--- config.mk ---
export PLATFORM = sky130hd
export DESIGN_NAME = empaquetador_2a8
export DESIGN_NICKNAME = d
export VERILOG_FILES = /design/src/rtl/empaquetador_2a8.sv
export SDC_FILE = /design/constraint.sdc
export NUM_CORES = 1
export LEC_CHECK = 0
export BUFFER_PORTS_ARGS = -buffer_cell sky130_fd_sc_hd__clkbuf_2
export CORE_MARGIN = 5
export CORE_UTILIZATION = 47
export CTS_CLUSTER_SIZE = 14
export DETAILED_ROUTE_END_ITERATION = 12
export PLACE_DENSITY = 0.73
export SETUP_SLACK_MARGIN = 0.3
export SLEW_MARGIN = 20
export SYNTH_ARGS = -nofsm -noshare
export SYNTH_HDL_FRONTEND = slang
export SYNTH_SLANG_ARGS = --single-unit
--- constraint.sdc ---
create_clock -name clk -period 1.2 [get_ports clk]
set_input_delay 0.18 -clock clk [delete_from_list [all_inputs] [get_ports clk]]
set_output_delay 0.18 -clock clk [all_outputs]
set_load 0.01 [all_outputs]
--- src/rtl/empaquetador_2a8.sv ---
// empaquetador_2a8: packs four consecutive valid 2-bit symbols from the
// 2:1 mux stage into one 8-bit word. The word is offered downstream with a
// valid/ready handshake and a sticky overflow flag.
//
// Optional build macro: TRANS_COUNT_EN
//   When defined, adds fall_cnt0/fall_cnt1 outputs that count falling
//   transitions of bit 0 / bit 1 across consecutive accepted symbols.
//   When undefined, those ports and their logic are absent and everything
//   else behaves identically.
module empaquetador_2a8 #(
    parameter int SYM_W = 2,
    parameter int SYMS  = 4
`ifdef TRANS_COUNT_EN
    ,
    parameter int CNT_W = 6
`endif
) (
    input  logic                    clk,
    input  logic                    reset_L,
    input  logic                    valid_in,
    input  logic [SYM_W-1:0]        data_in,
    input  logic                    ready_in,
    output logic [SYM_W*SYMS-1:0]   data_out,
    output logic                    valid_out,
    output logic                    overflow,
    output logic [1:0]              sym_count
`ifdef TRANS_COUNT_EN
    ,
    output logic [CNT_W-1:0]        fall_cnt0,
    output logic [CNT_W-1:0]        fall_cnt1
`endif
);

    // Slot index of the symbol that completes a word.
    localparam logic [1:0] LAST_SLOT = 2'(SYMS - 1);

    // Output side: FREE means no unconsumed word, HELD means data_out
    // carries a word the consumer has not taken yet.
    typedef enum logic {
        FREE = 1'b0,
        HELD = 1'b1
    } out_state_t;

    out_state_t out_state;

    // Slots 0..SYMS-2 are stored here; the last slot is never stored
    // because it is taken straight from data_in on the completing edge.
    logic [SYM_W*(SYMS-1)-1:0] fill_reg;

    logic                      complete;
    logic [SYM_W*SYMS-1:0]     word;

    // A word completes on the edge that accepts the last slot; the
    // incoming symbol lands in the top slot of the assembled word.
    assign complete = valid_in && (sym_count == LAST_SLOT);
    assign word     = {data_in, fill_reg};

    assign valid_out = (out_state == HELD);

    // Fill side: write each accepted symbol into its slot and advance the
    // slot pointer; the fill register is cleared once a word is formed so
    // a stale partial word never lingers.
    always_ff @(posedge clk or negedge reset_L) begin
        if (!reset_L) begin
            fill_reg  <= '0;
            sym_count <= '0;
        end else if (valid_in) begin
            if (complete) begin
                fill_reg  <= '0;
                sym_count <= '0;
            end else begin
                for (int k = 0; k < SYMS - 1; k++) begin
                    if (sym_count == 2'(k)) begin
                        fill_reg[k*SYM_W +: SYM_W] <= data_in;
                    end
                end
                sym_count <= sym_count + 2'd1;
            end
        end
    end

    // Output FSM: load completed words when the output is free or is being
    // consumed on the same edge (no bubble), otherwise drop the word and
    // raise the sticky overflow flag. data_out keeps its last value after
    // consumption.
    always_ff @(posedge clk or negedge reset_L) begin
        if (!reset_L) begin
            out_state <= FREE;
            data_out  <= '0;
            overflow  <= 1'b0;
        end else begin
            case (out_state)
                FREE: begin
                    if (complete) begin
                        data_out  <= word;
                        out_state <= HELD;
                    end
                end
                HELD: begin
                    if (complete) begin
                        if (ready_in) begin
                            data_out  <= word;
                            out_state <= HELD;
                        end else begin
                            overflow  <= 1'b1;
                        end
                    end else if (ready_in) begin
                        out_state <= FREE;
                    end
                end
                default: begin
                    out_state <= FREE;
                end
            endcase
        end
    end

`ifdef TRANS_COUNT_EN
    logic [SYM_W-1:0] last_sym;

    // Transition counters: compare each accepted symbol with the previous
    // accepted one and count 1->0 changes per bit. Independent of the
    // handshake, so dropped words still contribute.
    always_ff @(posedge clk or negedge reset_L) begin
        if (!reset_L) begin
            last_sym  <= '0;
            fall_cnt0 <= '0;
            fall_cnt1 <= '0;
        end else if (valid_in) begin
            last_sym <= data_in;
            if (last_sym[0] && !data_in[0]) begin
                fall_cnt0 <= fall_cnt0 + 1'b1;
            end
            if (last_sym[1] && !data_in[1]) begin
                fall_cnt1 <= fall_cnt1 + 1'b1;
            end
        end
    end
`endif

endmodule

Word level (Yosys, flattened, before mapping)
Index checks and enable logic that the tools add are counted.
{"block": "word_totals", "ff_bits": 18, "inputBits": 6, "output_inout_bits": 12, "elab_cells": 39}
{"block": "op_classes", "n_addsub": 1, "eq_ne": 6, "muxes": 13, "n_bitwise": 2, "reduce_logical": 10}
{"operator": "2-to-1 mux 8 bit", "count": 3}
{"operator": "case mux 8 bit (2 select lines)", "count": 1}
{"operator": "2-to-1 mux 2 bit", "count": 4}
{"operator": "2-to-1 mux 6 bit", "count": 1}
{"operator": "AND reduction 2 bit", "count": 3}
{"operator": "AND reduction 3 bit", "count": 2}
{"operator": "nonzero test 2 bit", "count": 3}
{"operator": "== test 2 bit, second input constant", "count": 2}
{"operator": "!= test 2 bit, second input constant", "count": 2}
{"operator": "2-to-1 mux 1 bit", "count": 3}
{"operator": "adder 2 x 1 -> 2 bit, second input constant", "count": 1}
{"operator": "== test 2 x 1 -> 1 bit, second input constant", "count": 1}
{"operator": "logical NOT 2 bit", "count": 1}
{"operator": "!= test 2 x 1 -> 1 bit, second input constant", "count": 1}
{"operator": "NOT 1 bit", "count": 2}
{"operator": "case mux 1 bit (2 select lines)", "count": 1}
{"operator": "logical AND 1 bit", "count": 1}

Logic depth before layout (Yosys ltp)
{"block": "depth", "word_depth": 4, "ltp_mapped": 6, "depth_no_buf": 4}

Least setup slack after synthesis
OpenSTA, ideal clock, no wires.
{"block": "synth_timing", "path_kind": "reg2reg", "startpoint": "register sym_count[0]", "endpoint": "register data_out[0]", "setup_time_ns": 0.125, "arrival_ns": 1.304, "t_required_ns": 1.075, "setup_slack_ns": -0.229, "path_stages_with_launch": 7, "path_buffers": 2, "synth_period_minus_slack_ns": 1.429, "cell_sequence": "dfrtp_1 ha_1 buf_6 nand2_4 nor2b_4 buf_12 mux2_4"}
{"block": "synth_between", "elab_chain_len": 4, "elab_cells_between_ends": 5, "cone_classes": "3 x eq/ne; 2 x reduce/logical"}
{"element": "start, declared", "line": "26", "rtl": "output logic [1:0] sym_count"}
{"element": "start signal, assigned", "line": "77", "rtl": "sym_count <= sym_count + 2'd1;"}
{"element": "== test 2 bit *", "line": "55", "rtl": "assign complete = valid_in && (sym_count == LAST_SLOT);"}
{"element": "logical AND 1 bit *", "line": "55"}
{"element": "!= test 2 bit (no line) / != test 2 x 1 -> 1 bit (equally long branches)"}
{"element": "AND reduction 3 bit (no line) *"}
{"element": "end signal, assigned", "line": "95", "rtl": "data_out <= word;"}
{"element": "end signal, assigned", "line": "102", "rtl": "data_out <= word;"}
{"element": "end, declared", "line": "23", "rtl": "output logic [SYM_W*SYMS-1:0] data_out,"}
Every way passes the cells marked *; elsewhere a longest branch is shown, timed or not.
A chain may end at the register's enable or synchronous reset.

Worst setup path in the final report
{"block": "layout_timing", "startpoint": "register sym_count[1]", "endpoint": "register data_out[5]"}
Same word-level chain as after synthesis.

==> flow_summary.toml <==
[run_status]
status = "finished, violations left"
violations = "setup timing"

[routing]
final_antenna_net_count = 0
wl_met3_um = 81
vias = 618
routed.top_layer = "met4"
drcViolationCount = 0
wl_met1_um = 740
drtPass1Iterations = 4
via_per_inst = 4.83
dr.first_iter.drc_count = 5
wl_met2_um = 929
totalWireLength_um = 1780
post_drt_wl_per_cell_um = 13.9

[clock_tree]
clk_pin_slew_ns = 0.10
htree_levels = 1
cts_root_buf = "clkbuf_4"
cts.sinks = 18
clk_latency_ns = 0.30
numCtsBuffers = 3
clock_path_buffers = 2
cts_tree = "built"

[setup_path]
critPathMaxStageDelay_ns = 0.41
crit_path_end_kind = "register"
startpoint_type = "register"
critPathTopFamily = "flip-flops"
worstSetupPathType = "register to register"
r2r_start = "sym_count[1]"
path_max_fanout = 6
r2r.worst_path.cells = 5
rr_endpoint = "data_out[5]"
path_buf_inv = 1
worstPathArrival_ns = 1.51
path_cells = "ha_4 -> nand2_4 -> nor2b_4 -> buf_12 -> mux2_4"
required_ns = 1.39
reg2reg_setup_slack_ns = -0.12
critPathSlowestCell = "dfrtp_1"

[grt]
grt_max_degree = 19
antenna_found_initial = 0
grt_util_all_layers_pct = 14.7
grt-ovfl-total = 0
grt_pass1_vias = 635
grt_pass1_wl_um = 2950

[pwr]
ir_drop_v = 0.00123
power-per-cell-area_nw_per_um2 = 2530
leakage_uw = 0.000621
power.total_uw = 3120

[layout]
num-fill-cells = 128
area_growth_syn_to_layout_pct = 41.7
largest_reg_flops = 8
antenna_cells = 0
final_util_pct = 70.6
drive_gt1_share_pct = 57.3
final_nets = 114

[floorplan]
coreArea_um2 = 1750
initial_core_util_pct = 49.8
die_area_um2 = 2810
fp.dieH_um = 53.0
die_w_um = 53.0
io_pins = 18
rows = 15

[placement]
place.gp.congestion = 0.763
place_ws_ns = -0.157
io_buffers = 17
hpwlAfterDp_um = 1280

[min_path]
hold-path-cell-count = 2
min-delay-start = "data_in[1]"
min_to = "data_out[7]"
hold_class = "input port to register"

[synthesis]
avgSynthCellArea_um2 = 13.4
syn-cell-area_um2 = 870
yosysTopAreaCellShare_pct = 51.8
synth_top_area_cell = "dfrtp_1"
synthDistinctLibCells = 17
ys_warn_count = 0
synth_seq_area_share_pct = 51.8
synth.area.top_cells = "dfrtp_1 (52%), mux2_4 (14%), mux2i_1 (6.9%), ha_1 (5.8%), o22ai_1 (4.3%)"
syn_inst = 65
synth_nets = 75
ys_ff_latch = 18

[timing]
finalSetupViolations = 17
drv_slew = 0
clock_skew_ns = 0.00405
setup_slack_ns = -0.118
rsz0062_at_grt = "yes"
slew_headroom_pct = 70.6
fin_crit_ns = 1.32
hold_viol = 0
fin_setup_tns_ns = -1.38
finalCritPeriodShare_pct = 110
worst_pin_slew_ns = 0.440
max_freq_ghz = 0.759
timing.hold.ws_ns = 0.126

[run]
cap_viol_max_count = 0
## timing repair
item	CTS	global route
hold buffers	1	0
hold endpoints to repair	18	0
pin swaps	5	5
buffers inserted	8	2
gates resized for setup	16	14
endpoints found under the setup margin	30	30
## worst max-delay path by stage
| stage | start | end | slack (ns) | cells after the start |
|---|---|---|---|---|
| global placement | sym_count[0] | data_out[0] | -0.14 | 5 |
| global route | sym_count[0] | data_out[5] | -0.16 | 5 |
| detailed placement | sym_count[0] | data_out[3] | -0.16 | 5 |
| floorplan | sym_count[0] | data_out[0] | -0.23 | 6 |
| finish | sym_count[1] | data_out[5] | -0.12 | 5 |
| CTS | sym_count[0] | data_out[3] | -0.12 | 5 |
## layout by cell type, fill, tap and decap left out
master         count
nand3_1            1
inv_1              7
o22ai_1            6
mux2_4             8
inv_4              1
nand2_2            1
clkbuf_4           3
clkbuf_8           1
inv_8              1
clkbuf_2           7
nor2b_4            1
o21ai_2            1
nand2b_4           1
ha_4               4
buf_2             10
buf_6              4
nand2_1            1
buf_4             14
dfrtp_1           18
dlygate4sd3_1      1
nand2_4            1
o21ai_0            1
o21bai_1           1
mux2i_1            6
buf_12             1
and2_1             2
## cell type report
| class | count | area (µm²) | share of cell area, % |
|---|---|---|---|
| Clock buffer | 4 | 36.3 | 2.94 |
| Inverter | 9 | 43.8 | 3.55 |
| Multi-Input combinational cell | 35 | 405 | 32.9 |
| Sequential cell | 18 | 450 | 36.5 |
| Tap cell | 25 | 31.3 | 2.54 |
| Timing Repair Buffer | 37 | 265 | 21.5 |
## layer usage
layer / vias to the layer above / track usage (%)
met5: - / 0
met3: 5 / 2.54
met1: 298 / 17.4
li1: 298 / -
met4: 0 / 6.38
met2: 17 / 25.8
## power by group
part	switching, µW	internal [µW]
Sequential	206	904
Clock	193	185
Combinational	684	948
Total	1080	2040
## through the flow
step	cell area, µm²	cells
after floorplan	872	65
after CTS	1200	126
after global placement	1030	113
after global routing	1230	128
final	1230	128
after detailed placement	1030	113
## logic make-up after synthesis
logic type	after synthesis	share of synthesized area (%)
adders and majority gates	4	5.76
DFF	18	51.8
buffers and inverters	12	8.06
and+or+nand+nor	8	7.34
AOI/OAI and AO/OA	9	6.33
muxes	14	20.7
## cells in the mapped netlist
master and number:
dfrtp_1 18, inv_1 9, mux2_4 8, mux2i_1 6, o22ai_1 6, ha_1 4
and2_1 2, nand2_1 2, o21ai_0 2, buf_12 1, buf_2 1, buf_6 1
nand2_4 1, nand2b_4 1, nand3_1 1, nor2b_4 1, o21bai_1 1
Note: power is estimated with default switching activity, not from simulation.
